[config.mk]
export PLATFORM = sky130hd
export DESIGN_NAME = univ_shift_reg
export DESIGN_NICKNAME = d
export VERILOG_FILES = /design/src/rtl/univ_shift_reg.sv
export SDC_FILE = /design/constraint.sdc
export NUM_CORES = 1
export LEC_CHECK = 0
export BUFFER_PORTS_ARGS = -buffer_cell sky130_fd_sc_hd__buf_2
export CAP_MARGIN = 15
export CELL_PAD_IN_SITES_DETAIL_PLACEMENT = 1
export CELL_PAD_IN_SITES_GLOBAL_PLACEMENT = 2
export CORE_UTILIZATION = 29
export CTS_CLUSTER_DIAMETER = 50
export DETAILED_ROUTE_END_ITERATION = 10
export PLACE_DENSITY_LB_ADDON = 0.1
export SLEW_MARGIN = 20
export SYNTH_ARGS = -nofsm -noshare
export SYNTH_HDL_FRONTEND = slang
export SYNTH_SLANG_ARGS = --single-unit
export TNS_END_PERCENT = 20
[constraint.sdc]
create_clock -name clk -period 2.4 [get_ports clk]
set_input_delay 0.36 -clock clk [delete_from_list [all_inputs] [get_ports clk]]
set_output_delay 0.36 -clock clk [all_outputs]
set_load 0.03 [all_outputs]
[src/rtl/univ_shift_reg.sv]
// Universal WIDTH-bit register: hold, load, shifts, rotates, arithmetic shift
// right and clear, with a saturating count of shifts since the last load/clear.
module univ_shift_reg #(
  parameter int                 WIDTH     = 8,
  parameter logic [WIDTH-1:0]   RESET_VAL = '0
) (
  input  logic                       clk,
  input  logic                       rst,
  input  logic                       en,
  input  logic [2:0]                 mode,
  input  logic [WIDTH-1:0]           d,
  input  logic                       sin_l,
  input  logic                       sin_r,
  output logic [WIDTH-1:0]           q,
  output logic                       sout_msb,
  output logic                       sout_lsb,
  output logic [$clog2(WIDTH+1)-1:0] shift_cnt,
  output logic                       done
);

  localparam int CW = $clog2(WIDTH+1);
  localparam logic [CW-1:0] CNT_MAX = CW'(WIDTH);

  typedef enum logic [2:0] {
    MODE_HOLD = 3'b000,
    MODE_LOAD = 3'b001,
    MODE_SHL  = 3'b010,
    MODE_SHR  = 3'b011,
    MODE_ROL  = 3'b100,
    MODE_ROR  = 3'b101,
    MODE_ASR  = 3'b110,
    MODE_CLR  = 3'b111
  } mode_e;

  logic [WIDTH-1:0] q_q, q_d;
  logic [CW-1:0]    cnt_q, cnt_d;
  logic             is_shift;
  mode_e            mode_sel;

  assign mode_sel = mode_e'(mode);

  always_comb begin
    q_d      = q_q;
    is_shift = 1'b0;
    if (en) begin
      unique case (mode_sel)
        MODE_HOLD: q_d = q_q;
        MODE_LOAD: q_d = d;
        MODE_SHL: begin
          q_d      = {q_q[WIDTH-2:0], sin_l};
          is_shift = 1'b1;
        end
        MODE_SHR: begin
          q_d      = {sin_r, q_q[WIDTH-1:1]};
          is_shift = 1'b1;
        end
        MODE_ROL: begin
          q_d      = {q_q[WIDTH-2:0], q_q[WIDTH-1]};
          is_shift = 1'b1;
        end
        MODE_ROR: begin
          q_d      = {q_q[0], q_q[WIDTH-1:1]};
          is_shift = 1'b1;
        end
        MODE_ASR: begin
          q_d      = {q_q[WIDTH-1], q_q[WIDTH-1:1]};
          is_shift = 1'b1;
        end
        MODE_CLR: q_d = '0;
        default:  q_d = q_q;
      endcase
    end
  end

  // Counter saturates at WIDTH so done stays up until the next load/clear.
  always_comb begin
    cnt_d = cnt_q;
    if (en) begin
      if (mode_sel == MODE_LOAD || mode_sel == MODE_CLR) begin
        cnt_d = '0;
      end else if (is_shift && cnt_q != CNT_MAX) begin
        cnt_d = cnt_q + 1'b1;
      end
    end
  end

  always_ff @(posedge clk) begin
    if (rst) begin
      q_q   <= RESET_VAL;
      cnt_q <= '0;
    end else begin
      q_q   <= q_d;
      cnt_q <= cnt_d;
    end
  end

  assign q         = q_q;
  assign sout_msb  = q_q[WIDTH-1];
  assign sout_lsb  = q_q[0];
  assign shift_cnt = cnt_q;
  assign done      = (cnt_q == CNT_MAX);

endmodule

==> impl_results.md, run 1 <==
* Status: finished, violations left
* Failing checks: DRC
* Post-synth top area cell: dfxtp_1
* Initial antenna violation count at 0
* Clock Latency Late Sink at 0.27 ns
* WL/cell at 15.6 um
* P_int at 0.320 mW
* PostCTS Resize Cnt at 0
* Sequential element share of the synthesized area at 0.274
* Vias in the first global route at 858
* GP Congestion at 0.682
* Slew of the pin with the lowest slew margin at 0.625 ns
* Setup Skew at 0.00413 ns
* VDD IR max at 0.169 mV
* Worst-path clk slew at 0.08 ns
* Total Power at 0.483 mW
* Sink Count at 12
* P_sw at 0.162 mW
* Area share of the largest cell type after synthesis at 0.274
* Crit path time final at 1.73 ns
* Startpoint types: flip-flop
* First-pass GRT wire length at 4150 um
* Comb pwr share at 0.278
* Post-synth EDFFs at 0
* Critical Path Sink Type: output pin
* # diodes at 0
* Vias per inst at 5.52
* Vias at 866
* First-pass DRT Iterations at 7
* Cts hold-fix bufs at 0
* Die Ht at 57.0 um
* Worst Path Arrival at 1.37 ns
* Layout cells sized above 1 at 0.270
* Final-report hold violation count at 0
* CP max FO at 6
* Sw Ratio at 0.337
* Mapped Area at 878 um^2
* CTS tree: done
* Aggregate global-route resource usage at 0.166
* Max Clock Freq at 579 MHz
* Pins Over Slew Limit at 0
* # Post-CTS Setup Buffers at 0
* RSZ-0062 raised after global routing: no
* Inst Count DP at 154
* Cell count after synthesis at 104
* DRC viols at 6
* Fin cells at 157
* Asr flop ratio synth at 0
* Layout area overhead at 17.0%
* Max Cap Viol at 0
* Total CTS buffers at 3
* Synth Net Count at 122
* Crit path required time at 2.04 ns
* Setup_tns at 0 ns
* Clk root buf: clkbuf_4
* Rows at 19
* LEAKAGE at 0.434 nW
* Clock share of power at 0.261
* Post-route clock period utilization at 0.720
* Die width at 57.0 um
* DRC marker count from the first detailed-route iteration at 13
* Synthesis Warnings at 0
* Setup violations, final at 0
* Nets@finish at 146
* Sequential share of power at 0.460
* Largest net degree at the start of global routing at 20
* Num ports at 31
* HPWL Detailed at 1790 um
* ANT nets after route at 0
* Hold/Removal Path Class: in -> reg
* Post-Route WL at 2450 um
* Area of the die at 0.00325 mm^2
* WS Path Type: reg -> out
* H-tree depth at 1
* Initial Util at 0.313
* Most used flip-flop cell after synthesis: dfxtp_1
* Core area at 0.00281 mm^2
* Global route overflow at 0
* Netlist cell types at 35
* Max transition margin at 0.581
* Mean Syn Cell Area at 8.45 um^2
* Top cells by area, synth: dfxtp_1 (27%), nand2b_1 (7.8%), mux2_1 (7.7%)
* PwrDens at 470 mW/mm^2
* Port buffer count at 30
* CTS Buffer Depth at 2
* Synthesized flop and latch total at 12
## cell type report
type,instances,area (um^2)
multi-input cells,78,563
clock buffers,3,22.5
fillers,342,1780
well taps,31,38.8
inverters,3,12.5
flip-flops and latches,12,240
repair buffers,30,150
## stage by stage
| step | util | hold slack (ns) | instance area, um^2 | worst slack [ns] |
|---|---|---|---|---|
| detailed placement | 0.358 | 0.504 | 1000 | 0.748 |
| finish | 0.366 | 0.422 | 1030 | 0.673 |
| global route | 0.366 | 0.424 | 1030 | 0.595 |
| global placement | 0.358 | 0.500 | 1000 | 0.802 |
| floorplan | - | 0.555 | 878 | 0.642 |
| CTS | 0.366 | 0.409 | 1030 | 0.668 |
## cells in the final DEF, fill, tap and decap left out, types with 2 or more instances in the layout
| cell type | n |
|---|---|
| o21ai_0 | 4 |
| a221oi_1 | 6 |
| a21o_1 | 2 |
| nand2_1 | 3 |
| nand3_1 | 2 |
| buf_2 | 30 |
| inv_1 | 2 |
| and3b_1 | 2 |
| a21oi_1 | 10 |
| mux2_1 | 6 |
| or3_1 | 2 |
| nor2_1 | 2 |
| nand2b_1 | 11 |
| dfxtp_1 | 12 |
| o21a_1 | 3 |
| nor2b_1 | 2 |
| clkbuf_4 | 3 |
| ha_1 | 2 |
| o21ai_1 | 2 |
| o32ai_1 | 7 |
## flip-flops by register name (all words and copies together), names as in the netlist
register   cells
q              8
shift_cnt      4
## cells in the mapped netlist (all sizes together) (3+ instances only)
| master | n |
|---|---|
| dfxtp | 12 |
| nand2b | 11 |
| a21oi | 10 |
| buf | 8 |
| o32ai | 7 |
| a221oi | 6 |
| mux2 | 6 |
| o21ai | 6 |
| clkbuf | 3 |
| nand2 | 3 |
| o21a | 3 |
## layer usage
| layer | vias to the layer above | part of all wire | global-route usage |
|---|---|---|---|
| li1 | 438 | - | - |
| met1 | 404 | 0.53 | 0.239 |
| met2 | 20 | 0.41 | 0.242 |
| met3 | 4 | 0.041 | 0.0295 |
| met4 | 0 | 0.017 | 0.0732 |
| met5 | - | 0 | 0 |
## worst paths after layout
path              slack, ns  cells past startpoint      endpoint          from
hold reg to reg        0.51                      2  shift_cnt[3]  shift_cnt[3]
setup / recovery       0.67                      4          done  shift_cnt[0]
setup reg to reg       0.82                      5  shift_cnt[2]  shift_cnt[0]
hold / removal         0.42                      3          q[4]          d[4]
## worst max-delay path, cell delays in order, from the launching register on
cell and delay [ns]:
dfxtp_1 0.40, inv_1 0.06, ha_1 0.20, and3b_1 0.24, buf_2 0.20
## logic make-up after synthesis
kind of cell / after synthesis / synth area share
AND/OR/NAND/NOR: 26 / 0.175
AO/OA/AOI/OAI: 42 / 0.340
flip-flops: 12 / 0.274
multiplexers: 6 / 0.0769
adder cells (fa/ha/maj): 2 / 0.0285
XOR/XNOR: 2 / 0.0199
buffers and inverters: 14 / 0.0855
## power groups by stage
stage	clock [mW]	combinational [mW]	sequential, mW
after detailed placement	0	0.136	0.227
after global placement	0	0.134	0.227
after global routing	0.144	0.149	0.225
final	0.126	0.134	0.222
after CTS	0.132	0.137	0.223
after floorplan	0	0.0793	0.243
Note: power is estimated with default switching activity, not from simulation.
==> run 2, diff against run 1 <==
--- a/config.mk
+++ b/config.mk
@@ -5,11 +5,12 @@
 export SDC_FILE = /design/constraint.sdc
 export NUM_CORES = 1
 export LEC_CHECK = 0
+export ABC_AREA = 1
 export BUFFER_PORTS_ARGS = -buffer_cell sky130_fd_sc_hd__buf_2
 export CAP_MARGIN = 15
 export CELL_PAD_IN_SITES_DETAIL_PLACEMENT = 1
 export CELL_PAD_IN_SITES_GLOBAL_PLACEMENT = 2
-export CORE_UTILIZATION = 29
+export CORE_UTILIZATION = 22
 export CTS_CLUSTER_DIAMETER = 50
 export DETAILED_ROUTE_END_ITERATION = 10
 export PLACE_DENSITY_LB_ADDON = 0.1
==> constraint.sdc (replaced) <==
create_clock -name clk -period 1.5 [get_ports clk]
set_input_delay 0.225 -clock clk [delete_from_list [all_inputs] [get_ports clk]]
set_output_delay 0.225 -clock clk [all_outputs]
set_load 0.03 [all_outputs]
==> impl_results.md, run 2 <==
* DRC marker count from the first detailed-route iteration at 25 (+12)
* Max Cap Viol at 0 (unchanged)
* Startpoint types: flip-flop
* Synth top cells by count: nand2_1 (48), nand3_1 (20), a21oi_1 (12), dfxtp_1 (12)
* WS Path Type: reg -> out
* Core area at 0.00403 mm^2 (+44%)
* Asr flop ratio synth at 0 (unchanged)
* Post-route clock period utilization at 0.945
* RR Endpoint: shift_cnt[1]
* Slew of the pin with the lowest slew margin at 0.322 ns (-0.303 ns)
* Final worst setup slack at 0.0823 ns (-0.591 ns)
* Critical Path Sink Type: output pin
* Setup Skew at 0.00136 ns (-0.00277 ns)
* HPWL Detailed at 2360 um (+32%)
* VDD IR max at 0.353 mV (+110%)
* Commonest non-fill, non-tap cell in the layout: nand2_1
* Hold Crit Start: rst
* Inst Count DP at 227 (+47%)
* Clock Latency Late Sink at 0.25 ns (-0.02 ns)
* Mapped Area at 936 um^2 (+6.6%)
* Status: completed
* Vias per inst at 4.51 (-18%)
* Worst Path Arrival at 1.19 ns (-0.18 ns)
* Sequential element share of the synthesized area at 0.257 (-0.0168)
* Post-synth top area cell: dfxtp_1
* Initial antenna violation count at 0 (unchanged)
* Synthesis Warnings at 0 (unchanged)
* Most used flip-flop cell after synthesis: dfxtp_1
* Synthesized flop and latch total at 12 (unchanged)
* PwrDens at 825 mW/mm^2 (+76%)
* R2R cell count at 6 (+1)
* RSZ-0062 raised after global routing: no
* Pins Over Slew Limit at 0 (unchanged)
* Cell count after synthesis at 150 (+44%)
* Largest register FFs at 8 (unchanged)
* Sink Count at 12 (unchanged)
* Largest net degree at the start of global routing at 13 (-35%)
* Post-Route WL at 3010 um (+23%)
* Area of the die at 0.00452 mm^2 (+39%)
* Vias in the first global route at 1086 (+27%)
* Post-layout util at 0.296 (-0.0705)
* Port buffer count at 30 (unchanged)
* Post-synth EDFFs at 0 (unchanged)
* Dpl cell area at 0.00113 mm^2 (+12%)
* Final hold slack at 0.310 ns (-0.111 ns)
* Hold/Removal Path Class: in -> reg
* Clk root buf: clkbuf_8
* Mean Syn Cell Area at 6.24 um^2 (-26%)
* Cell with the most instances after synthesis: nand2_1
* H-tree depth at 1 (unchanged)
* DRC viols at 0 (-6)
* Crit path required time at 1.27 ns (-0.77 ns)
* Nets@finish at 200 (+37%)
* WL/cell at 13.0 um (-17%)
* CP max FO at 5 (-1)
* # Post-CTS Setup Buffers at 0 (unchanged)
* CTS Buffer Depth at 2 (unchanged)
* Max transition margin at 0.785 (+0.204)
* CTS tree: done
* Layout area overhead at 27.3%
* Area share of the largest cell type after synthesis at 0.257 (-0.0168)
* GP Congestion at 0.833 (+22%)
* Total Power at 0.983 mW (+100%)
* DP Worst Slack at 0.155 ns (-0.594 ns)
* Hold Path End: shift_cnt[0]
* Worst-path clk slew at 0.06 ns (-0.02 ns)
* Top cells by area, synth: dfxtp_1 (26%), nand2_1 (19%), nand3_1 (11%)
* First-pass GRT wire length at 5070 um (+22%)
* R2R Setup Slk at 0.19 ns (-0.63 ns)
* Crit path time final at 1.42 ns
* Num ports at 31 (unchanged)
* Final-report hold violation count at 0 (unchanged)
* Global route overflow at 0 (unchanged)
* Hold Path Stages at 2 (-1)
* Die Ht at 67.2 um (+18%)
* Rows at 23 (+4)
* Total CTS buffers at 3 (unchanged)
* Fin cells at 231 (+47%)
* First-pass DRT Iterations at 4 (-3)
* Post-route cell area at 0.00119 mm^2 (+16%)
* Vias at 1042 (+20%)
* ANT nets after route at 0 (unchanged)
* # diodes at 0 (unchanged)
* Layout cells sized above 1 at 0.304 (+0.0340)
* Initial Util at 0.232 (-0.0808)
* Synth Net Count at 168 (+38%)
* Netlist cell types at 19 (-46%)
* Setup_tns at 0 ns (unchanged)
* Cts hold-fix bufs at 0 (unchanged)
* Aggregate global-route resource usage at 0.152 (-0.0139)
* Setup violations, final at 0 (unchanged)
* Max Clock Freq at 705 MHz
* LEAKAGE at 0.613 nW (+41%)
* RR Startpoint: shift_cnt[1]
* Die width at 67.2 um (+18%)
* Most frequent cells in the layout: nand2_1 (48), buf_2 (29), nand3_1 (20)
run 2: cell types whose count changed in the layout (fill, tap and decap cells not counted), sizes merged, moves of 6 or more:
| cell | previous run | this run |
|---|---|---|
| mux2 | 6 | 0 |
| o32ai | 7 | 0 |
| nand2b | 11 | 0 |
| a221oi | 6 | 0 |
| nand4 | 0 | 9 |
| nand3 | 2 | 21 |
| nand2 | 3 | 57 |
| nor2 | 2 | 13 |
| inv | 2 | 15 |
run 2: report_power, final:
part	total (mW)	internal [mW]	switching (mW)
registers	0.353	0.335	0.0188
clock network	0.376	0.233	0.143
logic	0.254	0.0828	0.171
total	0.983	0.650	0.333
run 2: critical path: stages, from the launching register on:
cell and delay, ns:
dfxtp_4 0.36, inv_1 0.08, ha_1 0.14, nand2_1 0.08, nor2_1 0.10, clkbuf_4 0.19
run 2: layer usage:
| metal | vias up | GRT usage | wire (um) |
|---|---|---|---|
| met1 | 473 | 0.183 | 1380 |
| li1 | 547 | - | - |
| met5 | - | 0 | 0 |
| met2 | 20 | 0.268 | 1480 |
| met3 | 2 | 0.0220 | 121 |
| met4 | 0 | 0.0638 | 23 |
run 2: timing repair:
action / 4_1_cts / 5_1_grt
hold endpoints to repair: 0 / 0
endpoints found under the setup margin: 1 / 1
resized for setup: 1 / 2
cloned: 0 / 0
run 2: cell type report:
class,instances,area [um^2]
Clock buffer,4,55.1
Fill cell,540,2840
Inverter,15,56.3
Multi-Input combinational cell,118,606
Sequential cell,12,244
Tap cell,50,62.6
Timing Repair Buffer,32,168
run 2: how the worst max path moves through the flow:
| stage | depth (start not counted) | start | to |
|---|---|---|---|
| floorplan | 4 | shift_cnt[0] | done |
| global placement | 8 | mode[2] | shift_cnt[0] |
| detailed placement | 8 | mode[2] | shift_cnt[2] |
| CTS | 5 | shift_cnt[1] | done |
| global route | 5 | shift_cnt[1] | done |
| finish | 5 | shift_cnt[1] | done |
run 2: cells by family after synthesis:
family / after synthesis / synth area share
AND/OR/NAND/NOR: 100 / 0.520
flip-flops: 12 / 0.257
AO/OA/AOI/OAI: 15 / 0.0909
adder cells (fa/ha/maj): 2 / 0.0267
buffers and inverters: 20 / 0.0962
XOR/XNOR: 1 / 0.00936
